$ cat config.mk
export PLATFORM = sky130hd
export DESIGN_NAME = word_transfer_unit
export DESIGN_NICKNAME = d
export VERILOG_FILES = /design/src/rtl/word_transfer_pkg.sv /design/src/rtl/word_byte_packer.sv /design/src/rtl/word_transfer_unit.sv
export SDC_FILE = /design/constraint.sdc
export NUM_CORES = 1
export LEC_CHECK = 0
export CORE_ASPECT_RATIO = 0.75
export CORE_MARGIN = 2
export CORE_UTILIZATION = 40
export CTS_BUF_LIST = sky130_fd_sc_hd__clkbuf_4 sky130_fd_sc_hd__clkbuf_8
export CTS_CLUSTER_SIZE = 12
export DETAILED_ROUTE_END_ITERATION = 16
export GPL_ROUTABILITY_DRIVEN = 0
export PLACE_DENSITY = 0.69
export SKIP_LAST_GASP = 1
export SLEW_MARGIN = 20
export SYNTH_ARGS = -nofsm -noshare
export SYNTH_HDL_FRONTEND = slang
export SYNTH_SLANG_ARGS = --single-unit
$ cat constraint.sdc
create_clock -name Clock -period 3.1 [get_ports Clock]
set_input_delay 0.62 -clock Clock [delete_from_list [all_inputs] [get_ports Clock]]
set_output_delay 0.62 -clock Clock [all_outputs]
set_load 0.1 [all_outputs]
$ cat src/rtl/word_transfer_pkg.sv
// word_transfer_pkg: FSM state and operation/endianness encodings
// shared by the word transfer unit and its byte packer.
package word_transfer_pkg;

    typedef enum logic [1:0] {
        IDLE   = 2'd0,
        ACCESS = 2'd1,
        DRAIN  = 2'd2,
        DONE   = 2'd3
    } state_t;

    localparam logic OP_LOAD       = 1'b0;
    localparam logic OP_STORE      = 1'b1;
    localparam logic ENDIAN_LITTLE = 1'b0;
    localparam logic ENDIAN_BIG    = 1'b1;

endpackage

$ cat src/rtl/word_byte_packer.sv
// word_byte_packer: places loaded bytes into word lanes by endianness
// and fills lanes above the transfer length with zero or sign bits.
module word_byte_packer
    import word_transfer_pkg::*;
#(
    parameter  int DATA_W = 32,
    localparam int NB     = DATA_W / 8,
    localparam int CW     = $clog2(NB) + 1
) (
    input  logic [DATA_W-1:0] raw,
    input  logic [CW-1:0]     count,
    input  logic              endian,
    input  logic              sign_ext,
    output logic [DATA_W-1:0] word
);

    int         n;
    int         src;
    int         msb;
    logic [7:0] fill;

    // lane L takes byte L (little) or byte n-1-L (big); upper lanes get fill
    always_comb begin
        n    = (int'(count) > NB) ? NB : int'(count);
        msb  = (endian == ENDIAN_BIG || n == 0) ? 0 : n - 1;
        fill = (sign_ext && raw[8*msb+7]) ? 8'hFF : 8'h00;
        word = '0;
        src  = 0;
        for (int l = 0; l < NB; l++) begin
            if (l < n) begin
                src = (endian == ENDIAN_BIG) ? n - 1 - l : l;
                word[8*l +: 8] = raw[8*src +: 8];
            end else begin
                word[8*l +: 8] = fill;
            end
        end
    end

endmodule

$ cat src/rtl/word_transfer_unit.sv
// word_transfer_unit: byte-serial load/store of a word over an 8-bit memory.
// Define WORD_TRANSFER_SIGN_EXT_EN to enable sign extension of short loads.
module word_transfer_unit
    import word_transfer_pkg::*;
#(
    parameter  int DATA_W = 32,
    parameter  int ADDR_W = 16,
    localparam int NB     = DATA_W / 8,
    localparam int CW     = $clog2(NB) + 1
) (
    input  logic              Clock,
    input  logic              Reset,
    input  logic              Start,
    input  logic              Op,
    input  logic [CW-1:0]     NumBytes,
    input  logic              Endian,
    input  logic              Signed,
    input  logic [ADDR_W-1:0] BaseAddr,
    input  logic [DATA_W-1:0] WrData,
    output logic [ADDR_W-1:0] Mem_Address,
    output logic [7:0]        Mem_Data,
    output logic              Mem_WR,
    output logic              Mem_CS,
    input  logic [7:0]        MemOut,
    output logic [DATA_W-1:0] RdData,
    output logic              Busy,
    output logic              Done,
    output logic              Err
);

    state_t            state;
    logic              lat_op;
    logic              lat_endian;
    logic [CW-1:0]     lat_n;
    logic [CW-1:0]     cnt;
    logic [CW-1:0]     ridx;
    logic [DATA_W-1:0] lat_wdata;
    logic [DATA_W-1:0] cap;
    logic [DATA_W-1:0] raw;
    logic [DATA_W-1:0] packed_word;
    logic              pend;
    logic              ext;
    logic              bad;
    logic              last;

`ifdef WORD_TRANSFER_SIGN_EXT_EN
    logic lat_signed;
    assign ext = lat_signed;
`else
    logic unused_signed;
    assign unused_signed = Signed;
    assign ext = 1'b0;
`endif

    function automatic int sidx(input logic e, input logic [CW-1:0] n,
                                input int k);
        return (e == ENDIAN_BIG) ? int'(n) - 1 - k : k;
    endfunction

    function automatic logic [7:0] pick(input logic [DATA_W-1:0] w,
                                        input int idx);
        pick = 8'h00;
        if (idx >= 0 && idx < NB) pick = w[8*idx +: 8];
    endfunction

    assign bad  = (NumBytes == '0) || (int'(NumBytes) > NB);
    assign last = (cnt == lat_n - 1'b1);

    // merge the byte arriving this cycle into the captured bytes
    always_comb begin
        raw = cap;
        if (pend) raw[8*ridx +: 8] = MemOut;
    end

    word_byte_packer #(.DATA_W(DATA_W)) u_packer (
        .raw      (raw),
        .count    (lat_n),
        .endian   (lat_endian),
        .sign_ext (ext),
        .word     (packed_word)
    );

    // transfer sequencer with registered memory-side and status outputs
    always_ff @(posedge Clock) begin
        if (Reset) begin
            state       <= IDLE;
            RdData      <= '0;
            Busy        <= 1'b0;
            Done        <= 1'b0;
            Err         <= 1'b0;
            Mem_CS      <= 1'b1;
            Mem_WR      <= 1'b0;
            Mem_Address <= '0;
            Mem_Data    <= '0;
            cnt         <= '0;
            ridx        <= '0;
            pend        <= 1'b0;
            cap         <= '0;
            lat_op      <= OP_LOAD;
            lat_endian  <= ENDIAN_LITTLE;
            lat_n       <= '0;
            lat_wdata   <= '0;
`ifdef WORD_TRANSFER_SIGN_EXT_EN
            lat_signed  <= 1'b0;
`endif
        end else begin
            Done <= 1'b0;
            Err  <= 1'b0;
            pend <= (state == ACCESS) && (lat_op == OP_LOAD);
            ridx <= cnt;
            cap  <= raw;
            unique case (state)
                IDLE: begin
                    if (Start) begin
                        lat_op     <= Op;
                        lat_n      <= NumBytes;
                        lat_endian <= Endian;
                        lat_wdata  <= WrData;
`ifdef WORD_TRANSFER_SIGN_EXT_EN
                        lat_signed <= Signed;
`endif
                        cnt  <= '0;
                        Busy <= 1'b1;
                        if (bad) begin
                            state <= DONE;
                            Done  <= 1'b1;
                            Err   <= 1'b1;
                        end else begin
                            state       <= ACCESS;
                            Mem_CS      <= 1'b0;
                            Mem_WR      <= Op;
                            Mem_Address <= BaseAddr;
                            Mem_Data    <= (Op == OP_STORE) ?
                                pick(WrData, sidx(Endian, NumBytes, 0)) :
                                8'h00;
                        end
                    end
                end
                ACCESS: begin
                    if (last) begin
                        Mem_CS      <= 1'b1;
                        Mem_WR      <= 1'b0;
                        Mem_Address <= '0;
                        Mem_Data    <= '0;
                        if (lat_op == OP_STORE) begin
                            state <= DONE;
                            Done  <= 1'b1;
                        end else begin
                            state <= DRAIN;
                        end
                    end else begin
                        cnt         <= cnt + 1'b1;
                        Mem_Address <= Mem_Address + 1'b1;
                        Mem_Data    <= (lat_op == OP_STORE) ?
                            pick(lat_wdata,
                                 sidx(lat_endian, lat_n, int'(cnt) + 1)) :
                            8'h00;
                    end
                end
                DRAIN: begin
                    state  <= DONE;
                    Done   <= 1'b1;
                    RdData <= packed_word;
                end
                DONE: begin
                    state <= IDLE;
                    Busy  <= 1'b0;
                end
            endcase
        end
    end

endmodule
==> out/metrics.cfg <==
[synth]
async_flop_share_pct=0
syn_inst=925
synth_flop_cell=dfxtp_1
synth_top_area_share_pct=36.8
synth-edff-count=0
syn_nets=1011
synthTopCellsByArea=dfxtp_1, nand2_1, a21oi_1
ys_warn_count=0
ys_ff_latch=139
yosys.area.top_type=dfxtp_1
yosysUniqueCellTypes=74
seq_area_frac_synth_pct=36.8
netlist_area_mm2=0.00756
syn_area_per_cell_um2=8.18

[clock_tree]
cts_inserted_buffers=17
cts_setup_buffers=0
cts_buffer_depth=2
cts_root_buffer=clkbuf_8
ctsResizeCount=0
insertion_delay_ns=0.46
clk_pin_slew_ns=0.08
postCtsHoldBufs=0
htreeDepth=4
clock_sinks=139
cts_tree=built

[worst_setup_path]
rrSetupSlack_ns=0.18
setup.worst_path.class=reg2reg
startpoint=lat_n[0]
cp-start-kind=register
arrival_ns=3.23
r2r-end=Mem_Data[1]
path_max_fanout=8
critical_path_required_ns=3.41
reg2reg_depth=12
reg2reg_from=lat_n[0]
crit_path_end_kind=register

[floorplan]
design.die.area_mm2=0.0200
num_rows=43
die_h_um=123
core_region_area_mm2=0.0185
initial_core_util_pct=40.9
die_x_um=163
io_pins=126

[pwr]
switching_share_pct=45.1
clock_power_share_pct=21.8
powerDensity_mw_per_mm2=768
peakVddDrop_v=0.000565
p_leak_nw=3.68
power.internal_mw=3.97
p_switching_mw=3.26
p_comb_share_pct=46.9
seqPwrFrac_pct=31.3

[sta]
period_minus_slack_ns=2.92
maxSlewHeadroom_pct=41.7
clock_skew_ns=0.0132
fin_hold_ws_ns=0.454
tightest_slew_ns=0.871
fmax_mhz=342
post-route-period-util_pct=94.2
setup_tns_ns=0
setup_viol=0
rsz0062_at_grt=false
final_hold_viol_count=0
drv_slew=0

[grt]
grt_pass1_wl_mm=36.3
grt_start_max_net_pins=65
grt_overflow=0
grt_pass1_vias=6725
grt_usage_pct=23.1
antenna_found_initial=0

[layout]
drive_gt1_share_pct=16.8
n_antenna_cell=0
fin_nets=1130
fillers=1769
stdcell_count=1303
fin_util_pct=50.9
syn2layout_area_growth_pct=24.6

[min_path]
hp-class=reg2reg
hold_start=RdData[23]
min_to=RdData[23]
worstHoldPathCells=2

[detailed_routing]
drtAntennaViolNets=0
drc=0
drt_iter0_drc=720
first_pass_iters=7
routed_wl_mm=22.8
wire_per_inst_um=17.5
dr_total_vias=7317
vias_per_cell=5.62

[placed_design]
hpwlAfterDp_mm=16.5
dp_cells=1272
port_buffers=124

[run_status]
status=finished, final reports clean

[job]
drv_cap=0

-- registers in the layout (all words and copies together) (netlist names), 2 cells and up --
register / count
lat_n: 3
Mem_Data: 8
RdData: 32
cap: 32
lat_wdata: 32
cnt: 3
ridx: 3
Mem_Address: 16
state: 2
-- area by class of cell --
class / count / area [um2] / area share (%)
Sequential cell: 139 / 2780 / 29.5
Clock inverter: 11 / 143 / 1.51
Inverter: 37 / 139 / 1.47
Clock buffer: 20 / 269 / 2.86
Tap cell: 247 / 309 / 3.28
Timing Repair Buffer: 164 / 1390 / 14.7
Multi-Input combinational cell: 685 / 4390 / 46.6
-- power groups by stage --
| stage | logic, mW | clock network (mW) | registers (mW) |
|---|---|---|---|
| 2_1_floorplan | 1.66 | 0 | 3.12 |
| 3_3_place_gp | 3.32 | 0 | 2.29 |
| 3_5_place_dp | 3.36 | 0 | 2.30 |
| 4_1_cts | 3.37 | 1.59 | 2.26 |
| 5_1_grt | 3.64 | 1.68 | 2.30 |
| 6_report | 3.40 | 1.57 | 2.27 |
-- cells in the final DEF (no fill, tap or decap), types with 9 or more instances in the layout --
cell type / count
mux2i_1: 20
a31oi_1: 13
a21oi_1: 94
nor3_1: 24
nand2_1: 169
o211ai_1: 23
o22ai_1: 15
ha_1: 20
inv_1: 36
and3_1: 9
mux4_2: 15
clkdlybuf4s50_1: 62
a2bb2oi_1: 12
a22oi_1: 22
nor2b_1: 10
nor2_1: 66
a211oi_1: 14
o21ai_0: 30
buf_4: 102
clkbuf_8: 19
dfxtp_1: 139
-- routing by layer --
layer / vias to the layer above / wire (um) / global-route usage [%]
li1: 3569 / - / -
met2: 339 / 9420 / 32.6
met5: - / 0 / 0
met4: 0 / 230 / 5.75
met3: 21 / 2350 / 6.34
met1: 3388 / 10800 / 34.4
-- critical path, cell delays in order (launching register included) --
cell,delay [ns]
dfxtp_1,0.36
inv_1,0.07
ha_1,0.14
inv_1,0.04
ha_1,0.35
inv_1,0.06
ha_1,0.33
a21o_1,0.22
a31oi_4,0.19
o32ai_2,0.14
a31oi_4,0.34
a2bb2oi_1,0.39
a211oi_1,0.14
-- worst max path at each step --
stage / end / cells past startpoint
floorplan: Mem_Data[0] / 10
global placement: RdData[20] / 13
detailed placement: RdData[20] / 13
CTS: RdData[20] / 13
global route: Mem_Data[7] / 12
finish: Mem_Data[1] / 12
-- synthesized netlist by cell type (5+ instances only) --
library cell	n
a211oi_1	14
a21o_1	5
a21oi_1	94
a22oi_1	22
a2bb2oi_1	12
a31oi_1	13
and2_1	7
and3_1	9
buf_1	6
buf_2	13
clkbuf_1	43
dfxtp_1	139
ha_1	20
inv_1	36
mux2_2	5
mux2i_1	20
mux4_2	15
nand2_1	169
nand2b_1	7
nand3_1	8
nor2_1	69
nor2b_1	10
nor3_1	25
o211ai_1	23
o21ai_0	30
o21ai_1	7
o22a_1	8
o22ai_1	15
o32ai_1	5
xnor2_1	6
-- metrics by stage --
step                      power, mW  setup WS [ns]  area [um2]
after floorplan                4.77          0.466        7560
after global placement         5.62          0.248        8990
after detailed placement       5.67          0.169        8990
after CTS                      7.23          0.153        9410
after global routing           7.62         0.0244        9420
final                          7.24          0.179        9420
-- kinds of logic after synthesis --
logic type	share of synthesized area, %
adder cells (fa/ha/maj)	3.57
AO/OA/AOI/OAI	25.8
AND/OR/NAND/NOR	18.9
multiplexers	8.16
XOR/XNOR	1.46
buffers and inverters	5.34
flip-flops	36.8
No activity file was read; power rests on OpenSTA's default activity.
==> RTL change 1, RTL diff (same settings) <==
Add a define of `WORD_TRANSFER_SIGN_EXT_EN`.
--- a/src/rtl/word_transfer_unit.sv
+++ b/src/rtl/word_transfer_unit.sv
@@ -1,5 +1,7 @@
 // word_transfer_unit: byte-serial load/store of a word over an 8-bit memory.
 // Define WORD_TRANSFER_SIGN_EXT_EN to enable sign extension of short loads.
+`define WORD_TRANSFER_SIGN_EXT_EN
+
 module word_transfer_unit
     import word_transfer_pkg::*;
 #(
Check against the original RTL: not equivalent (Yosys sat finds a counterexample within 4 cycles, from zero or initial values and one cycle with Reset high).
==> RTL change 1 against the original RTL <==
- critical path depth down 4
- hold slack lost 0.0010 ns
- setup slack gained 0.016 ns
- routed wire length up 9.0%
- clock power is 10% higher
- sequential cell count increased by 1
- sequential share of layout area down 0.71 points
- final area rose by 3.2%
- power grew 27%
- maximum frequency is 0.53% higher
- area after synthesis up 3.7%
- critical endpoint is now RdData[2]
- die area grew 3.6%
==> RTL change 1: results (changes against the original RTL) <==
Run status
  • Status: finished clean

Place
  • Placed Cells: 1337 (+5.1%)
  • Port Buffers: 125 (+0.81%)
  • Hpwl dp: 18.1 mm (+10%)
  • Worst slack at placement: 0.126 ns (-0.0434 ns)
  • Placed inst area: 0.00921 mm2 (+2.4%)

Hold path
  • Hold Path Class: reg -> reg
  • HP Start: lat_wdata[27]

Global route
  • Number of global-route vias before repair: 7258 (+7.9%)
  • Met2 Use GR: 31.7% (-0.92 points)
  • All-Layer GR Usage: 23.7% (+0.60 points)
  • Largest net degree at the start of global routing: 54 (-17%)
  • Met1 Usage GRT: 36.5% (+2.0 points)
  • Met3 Use GR: 6.77% (+0.43 points)
  • First-pass GRT wire length: 39.9 mm (+9.9%)

Worst setup path
  • Slowest stage delay, CP: 0.54 ns (+0.15 ns)
  • Worst reg2reg path startpoint: ridx[0]
  • Worst Path Max Fanout: 11 (+3)
  • Slowest-stage cell, CP: ha_1
  • Critical path arrival: 3.28 ns (+0.05 ns)
  • Flop-to-flop setup slack: 0.19 ns (+0.02 ns)
  • CP top delay family: compound AO/OA/AOI/OAI gates

Timing
  • Final hold slack: 0.453 ns (-0.000995 ns)
  • F_max: 344 MHz (+0.53%)
  • Slew headroom: 32.5% (-9.3 points)
  • Skew final: 0.0146 ns (+0.00146 ns)

CTS
  • H-tree levels: 4 (unchanged)
  • TritonCTS Buffers: 17 (unchanged)
  • CTS Buffer Depth: 2 (unchanged)

Yosys
  • Synth unique cells: 71 (-4.1%)
  • Synth area leaders: dfxtp_1 (36%), nand2_1 (7.8%), a21oi_1 (7.6%), nor2_1 (4.2%), o21ai_0 (4.1%)
  • Synthesized area per cell: 7.87 um2 (-3.7%)
  • Sequential fraction of the synthesis area: 35.7% (-1.1 points)
  • Yosys warns: 0 (unchanged)
  • List of most frequent post-synthesis cells: nand2_1 (163), dfxtp_1 (140), a21oi_1 (119)
  • Ys async rst share: 0% (unchanged)
  • Syn nets: 1082 (+7.0%)

Cells and area
  • ANT cells: 0 (unchanged)
  • Final #Nets: 1191 (+5.4%)
  • Share of cells above drive strength 1: 15.5% (-1.3 points)
  • Biggest regs: RdData: 32 flops, cap: 32 flops, lat_wdata: 32 flops
  • Layout Cells excl Fill: 1370 (+5.1%)

Routing
  • Vias per std cell: 5.83 (+3.9%)
  • Routed length on met2: 9.71 mm (+3.1%)
  • Routed len/inst: 18.1 um (+3.6%)
  • Met3 WL: 2.54 mm (+8.0%)
  • Highest Signal Layer: met4
  • DR pass1 iterations: 5 (-2)
  • WL met1: 12.2 mm (+13%)
  • Initial DRC count: 1022 (+42%)

Power
  • Pint: 4.52 mW (+14%)
  • Leak: 3.56 nW (-3.4%)
  • Maximum VDD drop: 932 uV (+65%)
[RTL change 1: changes by cell type after synthesis, moves of 15 or more]
| cell | before | now |
|---|---|---|
| o211ai_1 | 23 | 8 |
| nand3_1 | 8 | 43 |
| a21oi_1 | 94 | 119 |
| o21ai_0 | 30 | 64 |
| nor2_1 | 69 | 87 |
[RTL change 1: final timing paths]
| path | end | cells past startpoint |
|---|---|---|
| max | RdData[2] | 8 |
| min | lat_wdata[27] | 2 |
| max reg2reg | RdData[2] | 8 |
| min reg2reg | lat_wdata[27] | 2 |
[RTL change 1: area by class of cell]
type                       count  area, um2
inverter                      29        109
tap                          253        317
clock inverter                13        214
clock buffer                  18        248
fill                        1874       9550
sequential                   140       2800
timing repair buffer         160       1380
multi-input combinational    757       4650
[RTL change 1: power by group through the flow]
| stage | Combinational, mW | Sequential (mW) | Clock, mW |
|---|---|---|---|
| after global routing | 5.28 | 2.52 | 1.84 |
| final | 4.98 | 2.47 | 1.73 |
| after CTS | 4.92 | 2.47 | 1.76 |
| after global placement | 4.88 | 2.50 | 0 |
| after floorplan | 1.94 | 4.26 | 0 |
| after detailed placement | 4.91 | 2.51 | 0 |
[RTL change 1: logic make-up (layout without fill, tap and decap cells)]
logic type                 count (synthesis)  in the layout  share of synthesized area, %
adders and majority gates                 21             21                          3.45
xor gates and xnor gates                  10             10                          1.29
muxes                                     26             26                          6.06
AOI/OAI and AO/OA                        319            319                          26.1
DFF                                      140            140                          35.7
and+or+nand+nor                          381            381                          21.9
buffers and inverters                     99            220                          5.46
[RTL change 1: repair_timing]
item,CTS,global route
buffers inserted,0,2
resized for setup,0,4
setup endpoints to repair,0,19
hold endpoints to repair,0,0
==> RTL change 2, RTL diff (same flow settings) <==
Without the edit above. Register the output `RdData` once more, cleared by the reset; this adds one clock of latency there. The other outputs are not delayed to match.
--- a/src/rtl/word_transfer_unit.sv
+++ b/src/rtl/word_transfer_unit.sv
@@ -27,6 +27,8 @@
     output logic              Done,
     output logic              Err
 );
+
+    logic [DATA_W-1:0] RdData_s0;
 
     state_t            state;
     logic              lat_op;
@@ -84,7 +86,7 @@
     always_ff @(posedge Clock) begin
         if (Reset) begin
             state       <= IDLE;
-            RdData      <= '0;
+            RdData_s0   <= '0;
             Busy        <= 1'b0;
             Done        <= 1'b0;
             Err         <= 1'b0;
@@ -160,7 +162,7 @@
                 DRAIN: begin
                     state  <= DONE;
                     Done   <= 1'b1;
-                    RdData <= packed_word;
+                    RdData_s0 <= packed_word;
                 end
                 DONE: begin
                     state <= IDLE;
@@ -170,4 +172,12 @@
         end
     end
 
+    always_ff @(posedge Clock) begin
+        if (Reset) begin
+            RdData <= '0;
+        end else begin
+            RdData <= RdData_s0;
+        end
+    end
+
 endmodule
Behaviour: not the same (Yosys sat finds a counterexample within 4 cycles, from zero or initial values and one cycle with Reset high).
==> RTL change 2 against the original RTL <==
- sequential share of layout area grew 5.4 points
- combinational power shrank 19%
- utilization shrank 0.81 points
- sequential power grew 15%
- first-iteration DRC count shrank 24%
- area after synthesis grew 6.5%
- via count shrank 2.6%
- power shrank 4.4%
- setup slack gained 0.092 ns
- routed wire length shrank 7.2%
- count of clock-buffer cells in the layout shrank 1
- final area grew 3.9%
- sequential cell count grew 32
- largest cell class unchanged
- highest routed layer unchanged
==> RTL change 2: results (changes against the original RTL) <==
Worst setup path
  • Crit Reg-Reg Endpoint: RdData_s0[18]
  • Reg2Reg Depth: 14 (+2)
  • Slowest-stage cell, CP: or3_1
  • Critical path arrival: 3.23 ns (about the same)
  • Flop-to-flop setup slack: 0.27 ns (+0.09 ns)
  • CP top delay family: simple AND/OR/NAND/NOR gates

CTS
  • Worst-path clk slew: 0.10 ns (+0.02 ns)
  • Worst-Skew Late Latency: 0.47 ns
  • CTS Buffer Depth: 2 (unchanged)
  • CTS-repair resized insts: 0 (unchanged)

Place
  • Hpwl dp: 15.1 mm (-8.4%)
  • Placed inst area: 0.00940 mm2 (+4.5%)
  • Worst slack at placement: 0.140 ns (-0.0286 ns)

Global route
  • Largest net degree at the start of global routing: 83 (+28%)
  • Number of global-route vias before repair: 6756 (+0.46%)
  • First-pass GRT wire length: 34.7 mm (-4.5%)
  • Initial antenna violation count: 0 (unchanged)
  • All-Layer GR Usage: 20.2% (-2.9 points)

Timing
  • Worst-Margin Slew: 0.782 ns (-0.0884 ns)
  • Skew final: 0.0173 ns (+0.00408 ns)

Yosys
  • Synth area leaders: dfxtp_1 (43%), nand2_1 (6.2%), a21oi_1 (4.4%), mux4_2 (4.2%), nor2_1 (4.0%)
  • Synth unique cells: 64 (-14%)
  • Sequential fraction of the synthesis area: 42.5% (+5.7 points)
  • List of most frequent post-synthesis cells: dfxtp_1 (171), nand2_1 (134), nor2_1 (86)

Hold path
  • HP Start: RdData_s0[15]
  • Min-Delay Endpoint: RdData[15]

Cells and area
  • Fillers: 1880 (+6.3%)
  • Final #Nets: 1126 (-0.35%)
  • ANT cells: 0 (unchanged)
  • Share of cells above drive strength 1: 15.0% (-1.8 points)

Run status
  • Status: finished clean

Routing
  • Vias per std cell: 5.46 (-2.8%)
  • Routed len/inst: 16.2 um (-7.4%)
  • Initial DRC count: 548 (-24%)
  • DR pass1 iterations: 5 (-2)

Power
  • Maximum VDD drop: 334 uV (-41%)
  • Leak: 3.87 nW (+5.0%)
## RTL change 2: worst max path at each step
stage / slack [ns] / cells past startpoint / endpoint / startpoint
after floorplan: 0.48 / 7 / Mem_Address[14] / Mem_Address[0]
after global placement: 0.19 / 9 / Mem_Data[2] / NumBytes[1]
after detailed placement: 0.14 / 9 / Mem_Data[5] / NumBytes[1]
after CTS: 0.26 / 14 / RdData_s0[22] / lat_n[0]
after global routing: 0.02 / 14 / RdData_s0[17] / lat_n[0]
final: 0.27 / 14 / RdData_s0[18] / lat_n[0]
## RTL change 2: layout make-up
cell class | count | area [um2] | area share (%)
Sequential cell | 171 | 3420 | 35.0
Inverter | 68 | 255 | 2.61
Clock inverter | 13 | 131 | 1.34
Multi-Input combinational cell | 632 | 4130 | 42.2
Tap cell | 253 | 317 | 3.23
Clock buffer | 19 | 255 | 2.61
Timing Repair Buffer | 150 | 1280 | 13.1
## RTL change 2: logic make-up (layout without fill, tap and decap cells)
kind of cell	Yosys count	count (layout)	share of synthesized area (%)
compound gates	226	226	19.6
xor+xnor	11	11	1.37
fa+ha+maj	21	21	3.36
buf+inv	127	250	6.23
flops	171	171	42.5
mux	47	47	8.30
simple gates	327	327	18.6
## RTL change 2: metal layers
metal	up-vias	share of wire [%]	global-route usage (%)
li1	3514	-	-
met3	21	6.3	4.84
met2	201	41	28.9
met4	0	1.2	6.09
met5	-	0	0
met1	3394	51	29.9
## RTL change 2: worst reg2reg max path: stages, from the launching register on
cell	delay, ns
dfxtp_1	0.34
inv_1	0.05
ha_1	0.18
inv_1	0.05
ha_1	0.23
nand2b_1	0.22
ha_1	0.23
xor2_1	0.16
ha_1	0.17
or4_1	0.10
nand3_1	0.06
a21oi_1	0.26
nand2_1	0.21
or3_1	0.41
o221ai_1	0.08
## RTL change 2: through the flow
step / std cells / utilization [%] / hold WS (ns)
6_report: 1306 / 50.1 / 0.438
5_1_grt: 1306 / 50.1 / 0.467
4_1_cts: 1306 / 50.1 / 0.441
3_5_place_dp: 1274 / 48.1 / 0.426
3_3_place_gp: 1274 / 48.1 / 0.427
2_1_floorplan: 930 / - / 0.412
## RTL change 2: where the power goes
group / switching (mW) / total (mW) / leakage [nW] / internal (mW)
combinational: 1.86 / 2.76 / 2.29 / 0.896
sequential: 0.184 / 2.60 / 1.39 / 2.42
clock: 0.876 / 1.56 / 0.193 / 0.683
total: 2.92 / 6.92 / 3.87 / 4.00
